--- src/rtl/ref_cmp_sched_if.sv ---
// Word-stream interface between vec_cat, the batch sequencer and the compare array.
// The stream source drives the i_* signals and the sequencer drives the o_* signals.
interface ref_cmp_sched_if #(
  parameter int REF_VECTOR_NO = 8,
  parameter int SUBVEC_NO     = 2,
  parameter int CNT_WIDTH     = 16
);
  localparam int RW = (REF_VECTOR_NO > 1) ? $clog2(REF_VECTOR_NO) : 1;
  localparam int SW = (SUBVEC_NO > 1) ? $clog2(SUBVEC_NO) : 1;

  logic                 i_Start;
  logic                 i_Valid;
  logic                 i_Last;
  logic                 o_Ready;
  logic                 o_RefWrEn;
  logic [RW-1:0]        o_RefSlot;
  logic [SW-1:0]        o_SubIdx;
  logic                 o_CmpValid;
  logic [CNT_WIDTH-1:0] o_CmpCount;
  logic                 o_Done;
  logic                 o_Err;
  logic [2:0]           o_State;

  modport master (
    output i_Start, i_Valid, i_Last,
    input  o_Ready, o_RefWrEn, o_RefSlot, o_SubIdx, o_CmpValid,
    input  o_CmpCount, o_Done, o_Err, o_State
  );

  modport slave (
    input  i_Start, i_Valid, i_Last,
    output o_Ready, o_RefWrEn, o_RefSlot, o_SubIdx, o_CmpValid,
    output o_CmpCount, o_Done, o_Err, o_State
  );
endinterface

--- src/rtl/ref_cmp_sched.sv ---
// Batch sequencer: loads REF_VECTOR_NO reference vectors, tags the remaining words as
// compare words up to the last one, drains the compare pipeline, then pulses o_Done.
module ref_cmp_sched #(
  parameter int REF_VECTOR_NO = 8,
  parameter int SUBVEC_NO     = 2,
  parameter int PIPE_DEPTH    = 6,
  parameter int CNT_WIDTH     = 16
) (
  input  logic            clk,
  input  logic            rst,
  ref_cmp_sched_if.slave  bus
);
  localparam int RW = (REF_VECTOR_NO > 1) ? $clog2(REF_VECTOR_NO) : 1;
  localparam int SW = (SUBVEC_NO > 1) ? $clog2(SUBVEC_NO) : 1;
  localparam int DW = (PIPE_DEPTH > 1) ? $clog2(PIPE_DEPTH) : 1;

  typedef enum logic [2:0] {
    S_IDLE  = 3'd0,
    S_LOAD  = 3'd1,
    S_CMP   = 3'd2,
    S_DRAIN = 3'd3,
    S_DONE  = 3'd4
  } state_t;

  state_t               r_state,      w_state_nxt;
  logic [SW-1:0]        r_sub_cnt,    w_sub_cnt_nxt;
  logic [RW-1:0]        r_ref_cnt,    w_ref_cnt_nxt;
  logic [CNT_WIDTH-1:0] r_cmp_cnt,    w_cmp_cnt_nxt;
  logic [DW-1:0]        r_drain_cnt,  w_drain_cnt_nxt;
  logic                 r_err,        w_err_nxt;
  logic                 r_ref_wr_en,  w_ref_wr_en_nxt;
  logic [RW-1:0]        r_ref_slot,   w_ref_slot_nxt;
  logic [SW-1:0]        r_sub_idx,    w_sub_idx_nxt;
  logic                 r_cmp_valid,  w_cmp_valid_nxt;

  logic w_ready;
  logic w_accept;
  logic w_sub_wrap;
  logic w_ref_final;
  logic w_cnt_full;

  assign w_ready     = (r_state == S_LOAD) || (r_state == S_CMP);
  assign w_accept    = bus.i_Valid & w_ready;
  assign w_sub_wrap  = (r_sub_cnt == SW'(SUBVEC_NO - 1));
  assign w_ref_final = (r_ref_cnt == RW'(REF_VECTOR_NO - 1));
  assign w_cnt_full  = &r_cmp_cnt;

  // NOTE: every next-state value gets a default first so no path leaves one unassigned,
  // which would otherwise infer a latch.
  always_comb begin
    w_state_nxt     = r_state;
    w_sub_cnt_nxt   = r_sub_cnt;
    w_ref_cnt_nxt   = r_ref_cnt;
    w_cmp_cnt_nxt   = r_cmp_cnt;
    w_drain_cnt_nxt = r_drain_cnt;
    w_err_nxt       = r_err;
    w_ref_wr_en_nxt = 1'b0;
    w_ref_slot_nxt  = r_ref_slot;
    w_sub_idx_nxt   = r_sub_idx;
    w_cmp_valid_nxt = 1'b0;

    unique case (r_state)
      S_IDLE: begin
        if (bus.i_Start) begin
          w_sub_cnt_nxt = '0;
          w_ref_cnt_nxt = '0;
          w_cmp_cnt_nxt = '0;
          w_err_nxt     = 1'b0;
          w_state_nxt   = S_LOAD;
        end
      end
      S_LOAD: begin
        if (w_accept) begin
          w_ref_wr_en_nxt = 1'b1;
          w_ref_slot_nxt  = r_ref_cnt;
          w_sub_idx_nxt   = r_sub_cnt;
          // An early last still writes its word but leaves the reference set incomplete.
          if (bus.i_Last) begin
            w_err_nxt       = 1'b1;
            w_drain_cnt_nxt = DW'(PIPE_DEPTH - 1);
            w_state_nxt     = S_DRAIN;
          end else if (w_sub_wrap) begin
            w_sub_cnt_nxt = '0;
            if (w_ref_final) begin
              w_ref_cnt_nxt = '0;
              w_state_nxt   = S_CMP;
            end else begin
              w_ref_cnt_nxt = r_ref_cnt + RW'(1);
            end
          end else begin
            w_sub_cnt_nxt = r_sub_cnt + SW'(1);
          end
        end
      end
      S_CMP: begin
        if (w_accept) begin
          w_cmp_valid_nxt = 1'b1;
          w_sub_idx_nxt   = r_sub_cnt;
          if (w_sub_wrap) begin
            w_sub_cnt_nxt = '0;
            if (!w_cnt_full) w_cmp_cnt_nxt = r_cmp_cnt + CNT_WIDTH'(1);
          end else begin
            w_sub_cnt_nxt = r_sub_cnt + SW'(1);
          end
          if (bus.i_Last) begin
            w_drain_cnt_nxt = DW'(PIPE_DEPTH - 1);
            w_state_nxt     = S_DRAIN;
            if (!w_sub_wrap) w_err_nxt = 1'b1;
          end
        end
      end
      S_DRAIN: begin
        if (r_drain_cnt == '0) w_state_nxt = S_DONE;
        else                   w_drain_cnt_nxt = r_drain_cnt - DW'(1);
      end
      S_DONE:  w_state_nxt = S_IDLE;
      default: w_state_nxt = S_IDLE;
    endcase
  end

  // NOTE: sequential state uses non-blocking assignments so every register samples
  // the pre-edge values regardless of statement order.
  always_ff @(posedge clk or posedge rst) begin
    if (rst) begin
      r_state     <= S_IDLE;
      r_sub_cnt   <= '0;
      r_ref_cnt   <= '0;
      r_cmp_cnt   <= '0;
      r_drain_cnt <= '0;
      r_err       <= 1'b0;
      r_ref_wr_en <= 1'b0;
      r_ref_slot  <= '0;
      r_sub_idx   <= '0;
      r_cmp_valid <= 1'b0;
    end else begin
      r_state     <= w_state_nxt;
      r_sub_cnt   <= w_sub_cnt_nxt;
      r_ref_cnt   <= w_ref_cnt_nxt;
      r_cmp_cnt   <= w_cmp_cnt_nxt;
      r_drain_cnt <= w_drain_cnt_nxt;
      r_err       <= w_err_nxt;
      r_ref_wr_en <= w_ref_wr_en_nxt;
      r_ref_slot  <= w_ref_slot_nxt;
      r_sub_idx   <= w_sub_idx_nxt;
      r_cmp_valid <= w_cmp_valid_nxt;
    end
  end

  assign bus.o_Ready    = w_ready;
  assign bus.o_RefWrEn  = r_ref_wr_en;
  assign bus.o_RefSlot  = r_ref_slot;
  assign bus.o_SubIdx   = r_sub_idx;
  assign bus.o_CmpValid = r_cmp_valid;
  assign bus.o_CmpCount = r_cmp_cnt;
  assign bus.o_Done     = (r_state == S_DONE);
  assign bus.o_Err      = r_err;
  assign bus.o_State    = r_state;
endmodule

--- src/flat_wrapper.sv ---
// flat-port wrapper written by rule: the top's interface ports become plain ports
module ref_cmp_sched_flat 
#(
  parameter int REF_VECTOR_NO = 8,
  parameter int SUBVEC_NO     = 2,
  parameter int PIPE_DEPTH    = 6,
  parameter int CNT_WIDTH     = 16
)
  (clk, rst, bus_i_Start, bus_i_Valid, bus_i_Last, bus_o_Ready, bus_o_RefWrEn, bus_o_RefSlot, bus_o_SubIdx, bus_o_CmpValid, bus_o_CmpCount, bus_o_Done, bus_o_Err, bus_o_State);
  ref_cmp_sched_if #(.REF_VECTOR_NO(REF_VECTOR_NO), .SUBVEC_NO(SUBVEC_NO), .CNT_WIDTH(CNT_WIDTH)) bus_i ();
  input  logic clk;
  input  logic rst;
  input wire logic [$bits(bus_i.i_Start)-1:0] bus_i_Start;
  input wire logic [$bits(bus_i.i_Valid)-1:0] bus_i_Valid;
  input wire logic [$bits(bus_i.i_Last)-1:0] bus_i_Last;
  output wire logic [$bits(bus_i.o_Ready)-1:0] bus_o_Ready;
  output wire logic [$bits(bus_i.o_RefWrEn)-1:0] bus_o_RefWrEn;
  output wire logic [$bits(bus_i.o_RefSlot)-1:0] bus_o_RefSlot;
  output wire logic [$bits(bus_i.o_SubIdx)-1:0] bus_o_SubIdx;
  output wire logic [$bits(bus_i.o_CmpValid)-1:0] bus_o_CmpValid;
  output wire logic [$bits(bus_i.o_CmpCount)-1:0] bus_o_CmpCount;
  output wire logic [$bits(bus_i.o_Done)-1:0] bus_o_Done;
  output wire logic [$bits(bus_i.o_Err)-1:0] bus_o_Err;
  output wire logic [$bits(bus_i.o_State)-1:0] bus_o_State;
  assign bus_i.i_Start = bus_i_Start;
  assign bus_i.i_Valid = bus_i_Valid;
  assign bus_i.i_Last = bus_i_Last;
  assign bus_o_Ready = bus_i.o_Ready;
  assign bus_o_RefWrEn = bus_i.o_RefWrEn;
  assign bus_o_RefSlot = bus_i.o_RefSlot;
  assign bus_o_SubIdx = bus_i.o_SubIdx;
  assign bus_o_CmpValid = bus_i.o_CmpValid;
  assign bus_o_CmpCount = bus_i.o_CmpCount;
  assign bus_o_Done = bus_i.o_Done;
  assign bus_o_Err = bus_i.o_Err;
  assign bus_o_State = bus_i.o_State;
  ref_cmp_sched #(.REF_VECTOR_NO(REF_VECTOR_NO), .SUBVEC_NO(SUBVEC_NO), .PIPE_DEPTH(PIPE_DEPTH), .CNT_WIDTH(CNT_WIDTH)) u_core (.clk(clk), .rst(rst), .bus(bus_i));
endmodule
--- config.mk ---
export PLATFORM = sky130hd
export DESIGN_NAME = ref_cmp_sched_flat
export DESIGN_NICKNAME = d
export VERILOG_FILES = /design/src/rtl/ref_cmp_sched_if.sv /design/src/rtl/ref_cmp_sched.sv /design/src/flat_wrapper.sv
export SDC_FILE = /design/constraint.sdc
export NUM_CORES = 1
export LEC_CHECK = 0
export ABC_AREA = 1
export ABC_CLOCK_PERIOD_IN_PS = 3400
export CAP_MARGIN = 20
export CORE_MARGIN = 5
export CORE_UTILIZATION = 50
export DETAILED_ROUTE_END_ITERATION = 10
export PLACE_DENSITY = 0.79
export SYNTH_ARGS = -nofsm -noshare
export SYNTH_HDL_FRONTEND = slang
export SYNTH_SLANG_ARGS = --single-unit
--- constraint.sdc ---
create_clock -name clk -period 3.4 [get_ports clk]
set_input_delay 0.68 -clock clk [delete_from_list [all_inputs] [get_ports clk]]
set_output_delay 0.68 -clock clk [all_outputs]
set_load 0.1 [all_outputs]
==> results.txt, run 1 <==
Outcome: complete, no violations
Fraction of power spent switching nets: 0.548
Worst-path clk slew: 70 ps
Global route overflow: 0
Vias in the first global route: 1,669
Power share of the combinational group: 0.568
Initial Util: 0.513
Largest net degree at the start of global routing: 34
CP delay by family, top: buffers and inverters
CORE AREA: 3970 sq um
P per Cell Area: 859 nW/um^2
Worst hold path depth: 2
Fraction of layout cells with a size suffix above 1: 0.206
HPWL Detailed: 3110 um
Routability Congestion: 0.874
Post-synthesis area per instance: 7.52 sq um
Most frequent cells in the layout: 82 x nand2_1, 33 x dfrtp_1, 30 x inv_1
Synthesized instance count: 271
Critical Path Start Type: register
Fill cell count: 374
Chip Width: 73.8 um
H-tree depth: 2
# clock sinks: 33
Worst-Skew Late Latency: 280 ps
Register-to-register setup slack: 1580 ps
WL final: 4120 um
Nature of the critical path endpoint: output pin
Least-Margin Pin Slew: 967 ps
R2R cell count: 8
Initial antenna violation count: 0
Area Growth Syn to Fin: 18.7%
Slew headroom: 0.354
Max rail drop VDD: 0.850 mV
Clk network pwr share: 0.155
Worst reg2reg endpoint: u_core.bus.o_CmpCount[8]
Synth Warn #: 0
HP Class: reg2reg
Vias: 1,814
HP Start: u_core.bus.o_RefSlot[1]
1st-iter DRT viols: 98
RSZ-0062 raised after global routing: no
Leakage: 1.20 nW
Vias/cell: 5.10
Internal Dissipation: 0.940 mW
Slowest library cell on the worst path: clkdlybuf4s50_1
TritonCTS clock tree: yes
Tcrit/Tclk final: 0.721
Site Rows: 23
Crit Path Class: reg2out
Highest Clock Rate: 408 MHz
Commonest non-fill, non-tap cell in the layout: nand2_1
Setup WS pre-CTS: 1150 ps
# diodes: 0
Final Slew Violations: 0
Setup TNS: 0 ps
Synth Register Bits: 33
CP Data Required Time: 2720 ps
Worst Hold Path EP: u_core.bus.o_RefSlot[1]
# port buffers: 32
Setup Fix Bufs, Post-CTS: 0
Worst path arrival time: 1770 ps
CTS Hold Bufs: 0
Drt drc: 0
CP Buf/Inv Count: 1
Post-route ant nets: 0
Wire per inst: 11.6 um
Register share of total power: 0.277
Die extent in y: 73.8 um
Reg-to-reg startpoint: u_core.bus.o_State[0]
Root Buffer: clkbuf_8
TritonCTS Buffers: 5
Die area: 5450 sq um
Clock Skew: 4.90 ps
Maximum capacitance violations: 0
P_sw: 1.14 mW
Cell variety after synth: 28
Endpoints failing setup: 0
CTS Buffer Depth: 2
Crit path max fanout: 2
First drt pass iteration count: 4
Gr usage total: 0.168
Post-synthesis cell area: 2040 sq um
Global-route wire length before repair: 7090 um
Final WS setup: 950 ps
CP Cell Sequence: clkdlybuf4s50_1
Final Hold Fails: 0
IO Pins: 33
Share of the yosys chip area belonging to registers: 0.405
Mapped Nets: 281
Post-cts sizing count: 0
Slowest stage delay, CP: 1130 ps
Min Clock Period, post-route: 2450 ps
NumNets Final: 315
==> cells by family after synthesis <==
| group | Yosys count | share of synthesized area |
|---|---|---|
| buffers and inverters | 42 | 0.0976 |
| XOR/XNOR | 1 | 0.00430 |
| AO/OA/AOI/OAI | 41 | 0.136 |
| flip-flops | 33 | 0.405 |
| adder cells (fa/ha/maj) | 5 | 0.0307 |
| AND/OR/NAND/NOR | 149 | 0.326 |
==> cell usage after synthesis (all sizes together) <==
cell type | count | area share
a21boi | 1 | 0.0037
a21oi | 6 | 0.017
a22oi | 1 | 0.0037
buf | 6 | 0.030
dfrtp | 33 | 0.41
ha | 5 | 0.031
inv | 36 | 0.068
nand2 | 83 | 0.15
nand3 | 31 | 0.091
nand3b | 1 | 0.0037
nand4 | 3 | 0.0092
nor2 | 26 | 0.055
nor3 | 4 | 0.0098
o21ai | 30 | 0.10
o21bai | 3 | 0.011
or2 | 1 | 0.0031
xnor2 | 1 | 0.0043
==> how the worst max path moves through the flow <==
stage / startpoint / end / depth (start not counted)
final: u_core.bus.o_SubIdx / bus_o_SubIdx / 1
after global routing: u_core.bus.o_SubIdx / bus_o_SubIdx / 1
after CTS: u_core.bus.o_SubIdx / bus_o_SubIdx / 1
after detailed placement: bus_i_Start / u_core.bus.o_CmpCount[3] / 7
after global placement: bus_i_Start / u_core.bus.o_CmpCount[2] / 7
after floorplan: u_core.bus.o_State[2] / bus_o_Done / 2
==> power by group through the flow <==
stage / clock, mW / sequential, mW / combinational (mW)
after floorplan: 0 / 0.961 / 0.651
after global placement: 0 / 0.581 / 1.18
after detailed placement: 0 / 0.584 / 1.19
after CTS: 0.334 / 0.577 / 1.20
after global routing: 0.349 / 0.594 / 1.28
final: 0.323 / 0.576 / 1.18
==> per-stage QoR <==
stage	instances	area, sq um	total power, mW	util	hold WS [ps]
floorplan	271	2040	1.61	-	453
CTS	356	2420	2.11	0.609	479
global route	356	2420	2.22	0.609	512
global placement	348	2320	1.76	0.583	458
detailed placement	348	2320	1.78	0.583	462
finish	356	2420	2.08	0.609	473
==> registers in the layout, summed over array words and instances, names as in the netlist <==
| signal | cells |
|---|---|
| u_core.bus.o_CmpCount | 16 |
| u_core.bus.o_CmpValid | 1 |
| u_core.bus.o_Err | 1 |
| u_core.bus.o_RefSlot | 3 |
| u_core.bus.o_RefWrEn | 1 |
| u_core.bus.o_State | 3 |
| u_core.bus.o_SubIdx | 1 |
| u_core.r_drain_cnt | 3 |
| u_core.r_ref_cnt | 3 |
| u_core.r_sub_cnt | 1 |
==> per-layer routing <==
layer | global-route usage | share of wire | up-vias
li1 | - | - | 936
met1 | 0.198 | 0.43 | 838
met2 | 0.293 | 0.51 | 33
met3 | 0.0369 | 0.042 | 7
met4 | 0.0664 | 0.017 | 0
met5 | 0 | 0 | -
==> cell type report <==
cell class,count,area [sq um],share of cell area
Clock buffer,7,96.3,0.0398
Inverter,36,138,0.0569
Clock inverter,1,5.00,0.00207
Multi-Input combinational cell,196,1020,0.421
Timing Repair Buffer,33,273,0.113
Sequential cell,33,826,0.341
Tap cell,50,62.6,0.0259
Power figures use the tool's default switching activity.
==> run 2, diff against run 1 <==
--- a/config.mk
+++ b/config.mk
@@ -6,7 +6,7 @@
 export NUM_CORES = 1
 export LEC_CHECK = 0
 export ABC_AREA = 1
-export ABC_CLOCK_PERIOD_IN_PS = 3400
+export ABC_CLOCK_PERIOD_IN_PS = 2500
 export CAP_MARGIN = 20
 export CORE_MARGIN = 5
 export CORE_UTILIZATION = 50
==> constraint.sdc (replaced) <==
create_clock -name clk -period 2.5 [get_ports clk]
set_input_delay 0.5 -clock clk [delete_from_list [all_inputs] [get_ports clk]]
set_output_delay 0.5 -clock clk [all_outputs]
set_load 0.1 [all_outputs]
==> run 2 against run 1 <==
  * Sequential share of layout area is 0.61 points lower
  * Clock skew grew 2.1 ps
  * Via count is 1.0% higher
  * Wire length rose by 3.7%
  * Flip-flop and latch count unchanged
  * Count of clock-buffer cells in the layout fell by 2
  * Critical path type unchanged
  * Largest power group unchanged
==> results.txt, run 2 (synthesis results as in run 1) <==
Initial antenna violation count: 0 (unchanged)
NumNets Final: 316 (+0.32%)
Worst-path clk slew: 70 ps (about the same)
Post-cts sizing count: 0 (unchanged)
Commonest non-fill, non-tap cell in the layout: nand2_1
Min Clock Period, post-route: 2080 ps
Fraction of layout cells with a size suffix above 1: 0.228 (+0.0221)
Internal Dissipation: 1.45 mW (+54%)
Final Hold Fails: 0 (unchanged)
Tcrit/Tclk final: 0.830
CP Data Required Time: 2000 ps (-720 ps)
RSZ-0062 raised after global routing: no
Gr usage total: 0.177 (+0.00917)
CORE AREA: 3970 sq um (unchanged)
Critical Path Start Type: register
P per Cell Area: 1240 nW/um^2 (+44%)
Setup WS pre-CTS: 445 ps (-706 ps)
HPWL Detailed: 3210 um (+3.4%)
WL final: 4270 um (+3.7%)
Worst path arrival time: 1580 ps (-190 ps)
Global route overflow: 0 (unchanged)
Chip Width: 73.8 um (unchanged)
Largest net degree at the start of global routing: 33 (-2.9%)
Highest Clock Rate: 482 MHz
First drt pass iteration count: 4 (unchanged)
Final Slew Violations: 0 (unchanged)
Setup TNS: 0 ps (unchanged)
Crit Path Class: reg2out
# clock sinks: 33 (unchanged)
Fraction of power spent switching nets: 0.525 (-0.0227)
Dpl cells: 349 (+0.29%)
Die area: 5450 sq um (unchanged)
TritonCTS Buffers: 5 (unchanged)
Slowest library cell on the worst path: dfrtp_1
Clk network pwr share: 0.199 (+0.044)
Outcome: complete, no violations
Routability Congestion: 0.880 (+0.72%)
Post-route ant nets: 0 (unchanged)
Largest register FFs: 16 (unchanged)
Maximum capacitance violations: 0 (unchanged)
P_sw: 1.60 mW (+40%)
Slowest stage delay, CP: 600 ps (-530 ps)
Clock Skew: 6.96 ps (+2.06 ps)
CP delay by family, top: flip-flops
Vias: 1,833 (+1.0%)
R2R cell count: 8 (unchanged)
Power share of the combinational group: 0.541 (-0.027)
Final WS setup: 425 ps (-525 ps)
Slew headroom: 0.678 (+0.325)
Area Growth Syn to Fin: 20.8%
Wire per inst: 12.0 um (+3.4%)
Endpoints failing setup: 0 (unchanged)
Drt drc: 0 (unchanged)
# diodes: 0 (unchanged)
Worst-Skew Late Latency: 290 ps (about the same)
CP Cell Sequence: nand2_1, nand2_2, buf_12
Post-Layout Cell Count: 357 (+0.28%)
Setup Fix Bufs, Post-CTS: 0 (unchanged)
Vias in the first global route: 1,708 (+2.3%)
CP Buf/Inv Count: 1 (unchanged)
1st-iter DRT viols: 90 (-8.2%)
IO Pins: 33 (unchanged)
Site Rows: 23 (unchanged)
H-tree depth: 2 (unchanged)
Nature of the critical path endpoint: output pin
Root Buffer: clkbuf_8
Most frequent cells in the layout: 82 x nand2_1, 33 x dfrtp_1, 30 x inv_1
Initial Util: 0.513 (unchanged)
CTS Hold Bufs: 0 (unchanged)
CTS Buffer Depth: 2 (unchanged)
Final hold slack: 490 ps (+16.2 ps)
Global-route wire length before repair: 7460 um (+5.1%)
TritonCTS clock tree: yes
Leakage: 1.23 nW (+2.8%)
Crit path max fanout: 10 (+8)
Max rail drop VDD: 1.15 mV (+36%)
# port buffers: 32 (unchanged)
Die extent in y: 73.8 um (unchanged)
HP Class: reg2reg
Register share of total power: 0.261 (-0.016)
Vias/cell: 5.13 (+0.76%)
Overall power: 3.04 mW (+46%)
Critical Path Stages: 3 (+2)
Least-Margin Pin Slew: 479 ps (-488 ps)
Worst hold path depth: 2 (unchanged)
==> run 2: changes by cell type in the layout (fill, tap and decap cells not counted), sizes merged <==
| cell | before | now |
|---|---|---|
| buf | 23 | 30 |
| bufinv | 0 | 2 |
| clkbuf | 7 | 5 |
| clkdlybuf4s50 | 10 | 4 |
==> run 2: path summary, 6_finish.rpt <==
path	from	to	slack, ps
worst min register to register	u_core.r_drain_cnt[1]	u_core.r_drain_cnt[1]	490
worst min-delay path	u_core.r_drain_cnt[1]	u_core.r_drain_cnt[1]	490
worst max-delay path	u_core.bus.o_State[0]	bus_o_Ready	420
min in group asynchronous	rst	u_core.bus.o_RefSlot[2]	510
worst max register to register	u_core.bus.o_State[0]	u_core.bus.o_CmpCount[8]	640
max in group asynchronous	rst	u_core.bus.o_CmpValid	1710
==> run 2: worst register-to-register path, cell delays in order, from the launching register on <==
cell	delay, ps
dfrtp_1	530
inv_4	130
nand3_4	130
inv_2	270
nand2_1	140
nand3_4	360
inv_1	80
nand2_1	60
nand2_1	40
==> run 2: power by group through the flow <==
stage	registers (mW)	clock network (mW)	logic, mW
floorplan	1.31	0	0.891
global placement	0.799	0	1.62
detailed placement	0.802	0	1.65
CTS	0.792	0.616	1.66
global route	0.811	0.637	1.78
finish	0.793	0.605	1.64
==> run 2: through the flow <==
stage                     utilization  cell area (sq um)
after floorplan                     -               2050
after global placement          0.586               2330
after detailed placement        0.586               2330
after CTS                       0.620               2460
after global routing            0.620               2460
final                           0.620               2460
==> run 2: per-layer routing <==
metal,GRT usage,vias to the layer above,routed length [um]
li1,-,937,-
met1,0.203,861,1820
met2,0.319,33,2210
met3,0.0506,2,209
met4,0.0463,0,32
met5,0,-,0
==> run 2: final cells by class <==
type / instances / area [sq um]
timing repair buffer: 34 / 278
clock inverter: 3 / 65.1
inverter: 36 / 138
multi-input combinational: 196 / 1020
clock buffer: 5 / 68.8
sequential: 33 / 826
fill: 380 / 1510
tap: 50 / 62.6
==> run 3, diff against run 2 <==
--- a/config.mk
+++ b/config.mk
@@ -6,12 +6,12 @@
 export NUM_CORES = 1
 export LEC_CHECK = 0
 export ABC_AREA = 1
-export ABC_CLOCK_PERIOD_IN_PS = 2500
+export ABC_CLOCK_PERIOD_IN_PS = 1810
 export CAP_MARGIN = 20
 export CORE_MARGIN = 5
-export CORE_UTILIZATION = 50
+export CORE_UTILIZATION = 48
 export DETAILED_ROUTE_END_ITERATION = 10
-export PLACE_DENSITY = 0.79
+export PLACE_DENSITY = 0.8
 export SYNTH_ARGS = -nofsm -noshare
 export SYNTH_HDL_FRONTEND = slang
 export SYNTH_SLANG_ARGS = --single-unit
==> constraint.sdc (replaced) <==
create_clock -name clk -period 1.81 [get_ports clk]
set_input_delay 0.362 -clock clk [delete_from_list [all_inputs] [get_ports clk]]
set_output_delay 0.362 -clock clk [all_outputs]
set_load 0.1 [all_outputs]
==> run 3 against run 2 <==
  * Final area rose by 16%
  * Worst setup slack got worse by 350 ps
  * Critical path depth is 1 higher
  * Critical path type unchanged
==> results.txt, run 3 (synthesis results as in run 1) <==
Vias in the first global route: 1,883 (+10%)
Slowest library cell on the worst path: dfrtp_4
Gr usage total: 0.184 (+0.00659)
Max rail drop VDD: 1.68 mV (+46%)
Critical Path Start Type: register
Die extent in y: 75.2 um (+1.8%)
HPWL Detailed: 3430 um (+6.8%)
Drt drc: 0 (unchanged)
CP Cell Sequence: inv_2, nand3_4, nand2_4, buf_12
NumNets Final: 321 (+1.6%)
Critical Path Stages: 4 (+1)
Reg-to-reg startpoint: u_core.bus.o_CmpCount[1]
Global-route wire length before repair: 8060 um (+8.1%)
Vias: 1,889 (+3.1%)
1st-iter DRT viols: 163 (+81%)
CP Buf/Inv Count: 2 (+1)
Highest Clock Rate: 575 MHz
Fraction of power spent switching nets: 0.515 (-0.00948)
Global route overflow: 0 (unchanged)
Slew headroom: 0.683 (+0.00475)
Endpoints failing setup: 0 (unchanged)
Leakage: 1.30 nW (+5.6%)
Chip Width: 75.2 um (+1.8%)
Worst-path clk slew: 70 ps (about the same)
P_sw: 2.32 mW (+45%)
CP delay by family, top: flip-flops
Slowest stage delay, CP: 520 ps (-80 ps)
Vias/cell: 5.22 (+1.6%)
Dpl cells: 353 (+1.1%)
CP Data Required Time: 1450 ps (-550 ps)
WL final: 4490 um (+5.0%)
Commonest non-fill, non-tap cell in the layout: nand2_1
Least-Margin Pin Slew: 472 ps (-7.07 ps)
Post-Layout Cell Count: 362 (+1.4%)
First drt pass iteration count: 4 (unchanged)
Final Hold Fails: 0 (unchanged)
P per Cell Area: 1580 nW/um^2 (+28%)
HP Class: in2async
Worst-Skew Late Latency: 290 ps (about the same)
Most frequent cells in the layout: 81 x nand2_1, 30 x inv_1, 30 x buf_12
Outcome: complete, no violations
Final WS setup: 72.2 ps (-352 ps)
Largest net degree at the start of global routing: 34 (+3.0%)
TritonCTS Buffers: 5 (unchanged)
Wire per inst: 12.4 um (+3.5%)
Fill cell count: 307 (-19%)
Maximum capacitance violations: 0 (unchanged)
Largest register FFs: 16 (unchanged)
Crit path max fanout: 8 (-2)
Final Slew Violations: 0 (unchanged)
Site Rows: 23 (unchanged)
Clock Skew: 13.0 ps (+6.09 ps)
Nature of the critical path endpoint: output pin
Register share of total power: 0.262 (about the same)
Initial Util: 0.502 (-0.0109)
Area Growth Syn to Fin: 39.7%
TritonCTS clock tree: yes
Placed cell area: 2760 sq um (+18%)
Crit Path Class: reg2out
Die area: 5650 sq um (+3.6%)
# diodes: 0 (unchanged)
H-tree depth: 2 (unchanged)
Worst path arrival time: 1380 ps (-200 ps)
Worst reg2reg endpoint: u_core.bus.o_CmpCount[14]
# port buffers: 32 (unchanged)
Tcrit/Tclk final: 0.960
# clock sinks: 33 (unchanged)
R2R cell count: 7 (-1)
Internal Dissipation: 2.18 mW (+51%)
Overall power: 4.50 mW (+48%)
Min Clock Period, post-route: 1740 ps
CTS Buffer Depth: 2 (unchanged)
Routability Congestion: 0.845 (-3.9%)
Post-route ant nets: 0 (unchanged)
Initial antenna violation count: 0 (unchanged)
Fraction of layout cells with a size suffix above 1: 0.292 (+0.0637)
Root Buffer: clkbuf_8
Design Area, Final: 2850 sq um (+16%)
Clk network pwr share: 0.118 (-0.081)
CORE AREA: 4060 sq um (+2.2%)
RSZ-0062 raised after global routing: no
IO Pins: 33 (unchanged)
Register-to-register setup slack: 190 ps (-450 ps)
Setup TNS: 0 ps (unchanged)
Setup WS pre-CTS: 59.1 ps (-386 ps)
Power share of the combinational group: 0.620 (+0.079)
run 3: cell types whose count changed in the layout (fill, tap and decap cells not counted):
cell,change
buf_12,+29
buf_4,-24
bufinv_16,-2
clkbuf_1,+2
dfrtp_1,-17
dfrtp_2,+14
dfrtp_4,+3
nand2_1,-1
nand2_4,+1
run 3: cell type report:
class,count,area [sq um],area share
clock buffer,7,76.3,0.0268
clock inverter,1,5.00,0.00176
inverter,36,138,0.0484
multi-input combinational,196,1030,0.363
sequential,33,855,0.300
tap,50,62.6,0.0220
timing repair buffer,39,678,0.238
run 3: tightest hold or removal path, stage by stage:
cell	delay, ps
clkdlybuf4s50_1	390
inv_1	50
buf_4	370
run 3: how the worst max path moves through the flow:
stage                             startpoint                        end  slack [ps]
finish                 u_core.bus.o_State[2]                bus_o_Ready          70
floorplan              u_core.bus.o_State[0]                 bus_o_Done        -150
global route        u_core.bus.o_CmpCount[1]  u_core.bus.o_CmpCount[14]          10
detailed placement               bus_i_Start   u_core.bus.o_CmpCount[6]          60
global placement                 bus_i_Start   u_core.bus.o_CmpCount[6]         130
CTS                    u_core.bus.o_State[1]                bus_o_Ready          30
run 3: what timing repair did:
item,in CTS,in global routing
hold buffers,0,0
pin swaps,1,0
setup endpoints to repair,1,1
cloned,0,0
gates resized for setup,0,1
setup buffers,1,0
run 3: power groups by stage:
stage | Combinational (mW) | Clock [mW] | Sequential (mW)
after global routing | 2.97 | 0.577 | 1.21
after global placement | 2.68 | 0 | 1.18
after detailed placement | 2.76 | 0 | 1.19
after floorplan | 1.24 | 0 | 1.83
after CTS | 2.79 | 0.541 | 1.18
final | 2.79 | 0.532 | 1.18
run 3: layer usage:
layer	vias to the layer above	track usage	part of all wire
li1	952	-	-
met5	-	0	0
met4	0	0.0718	0.015
met2	47	0.330	0.53
met1	881	0.209	0.41
met3	9	0.0454	0.044
run 3: per-stage QoR:
stage / utilization / hold WS (ps)
finish: 0.702 / 464
global route: 0.702 / 507
CTS: 0.701 / 478
detailed placement: 0.679 / 479
global placement: 0.679 / 475
floorplan: - / 453
